===== src/rtl/bcd_counter_n_pkg.sv =====
// Shared BCD types and helpers for the multi-digit up/down counter.
package bcd_counter_n_pkg;

  localparam logic [3:0] BCD_MAX = 4'd9;

  typedef logic [3:0] bcd_digit_t;

  function automatic logic is_bcd_valid(bcd_digit_t d);
    return d <= BCD_MAX;
  endfunction

  // Out-of-range load values saturate to the digit's own ceiling.
  function automatic bcd_digit_t bcd_clamp(bcd_digit_t d, bcd_digit_t max_v);
    if (!is_bcd_valid(d) || d > max_v) return max_v;
    return d;
  endfunction

endpackage


===== src/rtl/bcd_counter_n_digit.sv =====
// One BCD digit: load with clamp, step up/down, wrap at its own limit with carry/borrow out.
module bcd_digit
  import bcd_counter_n_pkg::*;
(
  input  logic       clk,
  input  logic       rst_n,
  input  logic       step_in,
  input  logic       up_down,
  input  logic       load,
  input  bcd_digit_t load_val,
  input  bcd_digit_t max_val,
  output bcd_digit_t value,
  output bcd_digit_t value_nxt,
  output logic       step_out
);

  logic at_edge;

  assign at_edge  = up_down ? (value >= max_val) : (value == 4'd0);
  assign step_out = step_in & at_edge;

  always_comb begin
    value_nxt = value;
    if (load)
      value_nxt = bcd_clamp(load_val, max_val);
    else if (step_in) begin
      if (up_down) value_nxt = at_edge ? 4'd0 : value + 4'd1;
      else         value_nxt = at_edge ? max_val : value - 4'd1;
    end
  end

  always_ff @(posedge clk or negedge rst_n)
    if (!rst_n) value <= '0;
    else        value <= value_nxt;

endmodule


===== src/rtl/bcd_counter_n.sv =====
// Cascaded BCD up/down counter with load, MSD limit, wrap/saturate and registered terminal flags.
module bcd_counter_n
  import bcd_counter_n_pkg::*;
#(
  parameter int DIGITS  = 2,
  parameter int MSD_MAX = 9,
  parameter int WRAP    = 1
) (
  input  logic                  clock_in,
  input  logic                  reset,
  input  logic                  enable,
  input  logic                  end_condition,
  input  logic                  up_down,
  input  logic                  load,
  input  logic [4*DIGITS-1:0]   preset,
  output logic [4*DIGITS-1:0]   count,
  output logic                  at_terminal,
  output logic                  terminal_pulse
);

  localparam bit WRAP_EN = (WRAP != 0);

  logic [DIGITS:0]             chain;
  logic [DIGITS-1:0][3:0]      val, val_nxt, term_up, term_now;
  logic                        at_term_now, step_req, pulse_nxt;

  genvar i;
  generate
    for (i = 0; i < DIGITS; i++) begin : g_digit
      localparam bcd_digit_t MAXV = (i == DIGITS-1) ? bcd_digit_t'(MSD_MAX) : BCD_MAX;
      assign term_up[i] = MAXV;
      bcd_digit u_digit (
        .clk       (clock_in),
        .rst_n     (reset),
        .step_in   (chain[i]),
        .up_down   (up_down),
        .load      (load),
        .load_val  (preset[4*i +: 4]),
        .max_val   (MAXV),
        .value     (val[i]),
        .value_nxt (val_nxt[i]),
        .step_out  (chain[i+1])
      );
    end
  endgenerate

  assign count       = val;
  assign term_now    = up_down ? term_up : '0;
  assign at_term_now = (val == term_now);
  assign step_req    = enable & ~end_condition & ~load;

  // A step from the terminal value is the only way to cross it, so blocking it here saturates.
  assign chain[0]  = step_req & ~(~WRAP_EN & at_term_now);
  assign pulse_nxt = chain[0] & ((val_nxt == term_now) | (WRAP_EN & chain[DIGITS]));

  always_ff @(posedge clock_in or negedge reset)
    if (!reset) terminal_pulse <= 1'b0;
    else        terminal_pulse <= pulse_nxt;

  // Left unreset so it keeps tracking count=0 against up_down while reset is held.
  always_ff @(posedge clock_in)
    at_terminal <= at_term_now;

endmodule


===== config.mk =====
export PLATFORM = sky130hd
export DESIGN_NAME = bcd_counter_n
export DESIGN_NICKNAME = d
export VERILOG_FILES = /design/src/rtl/bcd_counter_n_pkg.sv /design/src/rtl/bcd_counter_n_digit.sv /design/src/rtl/bcd_counter_n.sv
export SDC_FILE = /design/constraint.sdc
export NUM_CORES = 1
export LEC_CHECK = 0
export ABC_AREA = 1
export ABC_CLOCK_PERIOD_IN_PS = 1750
export CAP_MARGIN = 20
export CORE_MARGIN = 2
export CORE_UTILIZATION = 45
export CTS_CLUSTER_SIZE = 14
export DETAILED_ROUTE_END_ITERATION = 6
export PLACE_DENSITY = 0.75
export SLEW_MARGIN = 30
export SYNTH_ARGS = -nofsm -noshare
export SYNTH_HDL_FRONTEND = slang
export SYNTH_SLANG_ARGS = --single-unit
export TNS_END_PERCENT = 30

===== constraint.sdc =====
create_clock -name clock_in -period 1.75 [get_ports clock_in]
set_clock_uncertainty 0.15 [all_clocks]
set_input_delay 0.35 -clock clock_in [delete_from_list [all_inputs] [get_ports clock_in]]
set_output_delay 0.35 -clock clock_in [all_outputs]
set_load 0.005 [all_outputs]

---- Yosys cells after proc, flatten, opt, wreduce, memory -nomap -nowiden ----
Index checks and enable logic that the tools add are counted.
cells by class
  add/subtract/negate cells ............... 4
  $lt $le $gt $ge ......................... 6
  equality and inequality tests ........... 2
  mux-type cells .......................... 21
  bitwise operators ....................... 8
  reduce and logical (&&, ||, !) cells .... 6
operators with widths
  operator                                                             number
  4-bit 2-to-1 mux                                                     14
  8-bit equality test                                                  2
  4-bit by 1-bit adder with 4-bit output (second input constant)       2
  4-bit >= comparator (second input constant)                          2
  4-bit > comparator (second input constant)                           2
  4-bit <= comparator (second input constant)                          2
  4-bit logical NOT                                                    2
  8-bit 2-to-1 mux                                                     1
  4-bit by 1-bit subtractor with 4-bit output (second input constant)  2
  1-bit 2-to-1 mux                                                     6
  1-bit bitwise AND                                                    5
  1-bit logical NOT                                                    2
  1-bit logical OR                                                     2
  1-bit inverter                                                       2
  1-bit OR                                                             1
word-level totals
  bits in registers ....................... 10
  bits of input ports ..................... 14
  output and inout port bits .............. 10
  word-level logic and storage cells ...... 51

---- Depth between registers and ports, before layout ----
  depth in word-level cells ............... 10
  gate-level depth with buffers ........... 17
  depth with buffers taken out ............ 17

---- By module ----
A second synthesis with hierarchy kept.
second synthesis, totals
  cells, all modules ...................... 229
  area, all modules ....................... 1446.4 µm²
modules (own cells, without submodules)
  module         instances  cells each  area an instance (µm²)
  bcd_digit      2          100         638.1
  bcd_counter_n  1          29          170.2

---- Least setup slack after synthesis ----
OpenSTA, ideal clock, no wires.
  kind .................................... register -> register
  start ................................... register g_digit[0].u_digit.value[0]
  end ..................................... register terminal_pulse
  arrival ................................. 1.596 ns
  required time ........................... 1.483 ns
  slack ................................... -0.113 ns
  stages on the path, launching flop included .. 15
  buffers on the path ..................... 0
  clock period less this slack ............ 1.863 ns
  cells stage by stage .................... dfrtp_1 > inv_1 > ha_1 > nand3_2 > nand2_2 > nand2_4 > nand3_4 > nor2_1 > nand2_1 > nand2_1 > nand2_1 > nand2_1 > o21ai_1 > nand3_1 > nand2_1
on the way
  word-level cells in the longest chain between the ends .. 9
RTL lines
  element                                                          RTL line                                              source
  start: declaration                                               bcd_counter_n_digit.sv:12                             output bcd_digit_t value,
  start signal: assignment                                         bcd_counter_n_digit.sv:34                             else value <= value_nxt;
  4-bit >= comparator / 4-bit logical NOT (equally long branches)  bcd_counter_n_digit.sv:19                             assign at_edge = up_down ? (value >= max_val) : (value == 4'd0);
  1-bit 2-to-1 mux                                                 bcd_counter_n_digit.sv:19
  4-bit 2-to-1 mux, on equally long branches                       bcd_counter_n_digit.sv:28, bcd_counter_n_digit.sv:27
  4-bit 2-to-1 mux                                                 bcd_counter_n_digit.sv:27                             if (up_down) value_nxt = at_edge ? 4'd0 : value + 4'd1;
  4-bit 2-to-1 mux                                                 bcd_counter_n_digit.sv:26                             else if (step_in) begin
  4-bit 2-to-1 mux                                                 bcd_counter_n_digit.sv:24                             if (load)
  8-bit equality test                                              bcd_counter_n.sv:54                                   assign pulse_nxt = chain[0] & ((val_nxt == term_now) | (WRAP_EN & chain[DIGITS]));
  1-bit OR *                                                       bcd_counter_n.sv:54
  1-bit bitwise AND *                                              bcd_counter_n.sv:54
  via pulse_nxt                                                    bcd_counter_n.sv:25                                   logic at_term_now, step_req, pulse_nxt;
  end signal: assignment                                           bcd_counter_n.sv:58                                   else terminal_pulse <= pulse_nxt;
  end: declaration                                                 bcd_counter_n.sv:18                                   output logic terminal_pulse
The timed path passes the listed nets; every way through them passes the cells marked *.

---- Worst setup path after layout ----
  start ................................... register g_digit[0].u_digit.value[0]
  end ..................................... register terminal_pulse
on the way
  word-level cells in the longest chain between the ends .. 9
RTL lines
  element                                                          RTL line                                              source
  4-bit >= comparator / 4-bit logical NOT (equally long branches)  bcd_counter_n_digit.sv:19
  1-bit 2-to-1 mux                                                 bcd_counter_n_digit.sv:19
  4-bit 2-to-1 mux, on equally long branches                       bcd_counter_n_digit.sv:28, bcd_counter_n_digit.sv:27
  4-bit 2-to-1 mux *                                               bcd_counter_n_digit.sv:27
  4-bit 2-to-1 mux *                                               bcd_counter_n_digit.sv:26
  4-bit 2-to-1 mux *                                               bcd_counter_n_digit.sv:24
  via g_digit[0].u_digit.value_nxt[3]                              bcd_counter_n_digit.sv:13                             output bcd_digit_t value_nxt,
  8-bit equality test *                                            bcd_counter_n.sv:54
  1-bit OR *                                                       bcd_counter_n.sv:54
  1-bit bitwise AND *                                              bcd_counter_n.sv:54
  via pulse_nxt                                                    bcd_counter_n.sv:25
Marked as above.

==> summary.txt <==
Status - finished with violations
Violated checks - setup timing
Reg clk slew, reported paths - 0.07 ns
RSZ-0062 raised after global routing - true
CP Max Fanout - 3
Row Count - 17
Least-Margin Pin Slew - 0.423 ns
Asr flop ratio synth - 0.900
Max VDD drop - 0.403 mV
Fill cells - 147
Rel. slew slack - 0.717
TritonRoute pass-1 iters - 4
Worst Path Required - 1.81 ns
Syn Nets - 175
Power Total - 0.00104 W
Synth cell types - 33
CTS tree - yes
Min-Delay Path Class - in -> async
Switching Share - 0.391
DRC viols - 0
Design area - 1780 um2
Antenna violations before repair - 0
Switching pwr - 0.000405 W
Buffers plus inverters on the worst setup path - 2
Kind of critical path - reg -> reg
Grt ovf - 0
Total track usage - 0.275
Via density per instance - 5.51
Io pins - 24
Reg2reg path depth - 11
Worst path top cell family by delay - simple AND/OR/NAND/NOR gates
CP arrival - 2.05 ns
R2R Setup Slk - -0.24 ns
Vias in the first global route - 1311
Cell chain of the critical path - inv_4 -> ha_4 -> buf_4 -> nand4_1 -> nand3_1 -> nand3_1 -> a21oi_2 -> nand3_2 -> o21ai_1 -> nand3_1 -> nand2_1
Mapped Avg Cell Area - 7.11 um2
First DRT Iteration DRCs - 43
Final period util - 1.14
FMAX - 0.503 GHz
Dpl hpwl - 2640 um
CTS Buf Count - 3
GPL Wtd Cong - 0.919
Post-Syn Area - 1090 um2
Max-cap violation count - 0
Longest Clk Path Bufs - 2
Post-CTS Hold Fix Bufs - 0
Internal - 0.000630 W
Clk pwr share - 0.167
Critical path depth in cells - 11
Sequential power share - 0.285
Core ar. - 2250 um2
Vias post-DR - 1339
Clock tree sinks - 10
Slew Viols, Final - 0
Most frequent cells in the layout - buf_4 (34), nand2_1 (28), clkdlybuf4s50_1 (17)
Critical Path Sink Type - register
Initial Util - 0.482
Comb pwr share - 0.548
Startpoint types - register
Routed Antenna Nets - 0
Pwr dens - 582 nW/um2
Layout cells sized above 1 - 0.456
NumNets Final - 238
Leakage - 0.868 nW
Critical Path Max Stage Delay - 0.46 ns
Dpl cell area - 1610 um2
Hold Fails Final Rpt - 0
H-Tree Depth - 1
Mean routed wirelength per cell - 15.5 um
Final Setup Violations - 5
PnR worst setup slack - -0.240 ns
First-pass GRT wire length - 5640 um
Port Buf Inserts - 23
Post-place setup slack - -0.424 ns
Most common cell after layout, fill and taps aside - buf_4
Syn Inst Count - 153
Sequential share of the synthesized area - 0.226
Die area - 2830 um2
Number of synthesized register bits - 10
Yosys warnings - 0
Post-synth EDFFs - 0
Die Wd - 53.2 um
Root buffer cell - clkbuf_4
Die height - 53.2 um
Area growth, synth to finish - 63.6%
Main synth FF type - dfrtp_1
Crit path max-delay cell type - dfrtp_2
Total Wirelength - 3770 um
Pin count of the biggest net entering global routing - 10
Min Tclk post-route - 1.99 ns
Antenna fix cells - 0
Setup TNS - -0.654 ns
Util after Layout - 0.789
Most used cell, CP - nand3_1
Worst-Skew Late Latency - 0.26 ns
logic make-up (layout without fill, tap and decap cells):
family                     count (synthesis)  after routing  synth area share
and+or+nand+nor                           86             86             0.413
xor gates and xnor gates                   5              5            0.0403
AOI/OAI and AO/OA                         21             21             0.121
adders and majority gates                  8              8            0.0921
DFF                                       10             10             0.226
buffers and inverters                     23             85             0.108
area by class of cell:
cell class | count | area, um2 | share of cell area
multi-input cells | 120 | 842 | 0.473
repair buffers | 62 | 542 | 0.305
flip-flops and latches | 10 | 253 | 0.142
inverters | 19 | 81.3 | 0.0457
well taps | 28 | 35.0 | 0.0197
clock buffers | 4 | 26.3 | 0.0148
power groups by stage:
stage	clock, W	sequential [W]	combinational [W]
after floorplan	0	0.000291	0.000259
after global placement	0	0.000291	0.000474
after detailed placement	0	0.000293	0.000487
after CTS	0.000172	0.000292	0.000501
after global routing	0.000185	0.000297	0.000615
final	0.000173	0.000295	0.000568
synthesized netlist by cell type, types with 2 or more instances:
cell type,instances,area [um2]
nand2_2,7,43.8
buf_6,3,33.8
nor2_4,3,33.8
nand3_1,16,80.1
nor2_1,13,48.8
o21ai_0,7,35.0
xnor2_1,4,35.0
inv_2,6,22.5
ha_1,8,100
nand4_1,5,31.3
o21ai_1,2,10.0
inv_1,11,41.3
nand2_4,3,33.8
a21oi_1,4,20.0
a41oi_1,2,17.5
nand2_1,34,128
dfrtp_1,9,225
final timing paths:
kind,startpoint,to
min in group clock_in,g_digit[1].u_digit.value[2],at_terminal
hold / removal,reset,g_digit[1].u_digit.value[1]
setup reg to reg,g_digit[0].u_digit.value[0],terminal_pulse
max in group asynchronous,reset,g_digit[0].u_digit.value[0]
setup / recovery,g_digit[0].u_digit.value[0],terminal_pulse
hold reg to reg,g_digit[1].u_digit.value[2],at_terminal
per-stage QoR:
stage / hold slack, ns / instances
2_1_floorplan: -0.0956 / 153
3_3_place_gp: 0.520 / 235
3_5_place_dp: 0.539 / 235
4_1_cts: 0.253 / 239
5_1_grt: 0.260 / 243
6_report: 0.233 / 243
repair_timing:
item	4_1_cts	5_1_grt
setup endpoints to repair	10	10
cloned	0	0
pin swaps	2	9
buffers inserted	0	4
gates resized for setup	17	24
sequential cells by signal (all words and copies together) (netlist names):
register	count
terminal_pulse	1
at_terminal	1
g_digit.u_digit.value	8
layer usage:
metal  part of all wire  GRT usage
met5                  0          0
met4              0.026     0.0940
met3              0.061     0.0508
met2               0.52      0.498
met1               0.40      0.321
(Power assumes the default switching activity.)
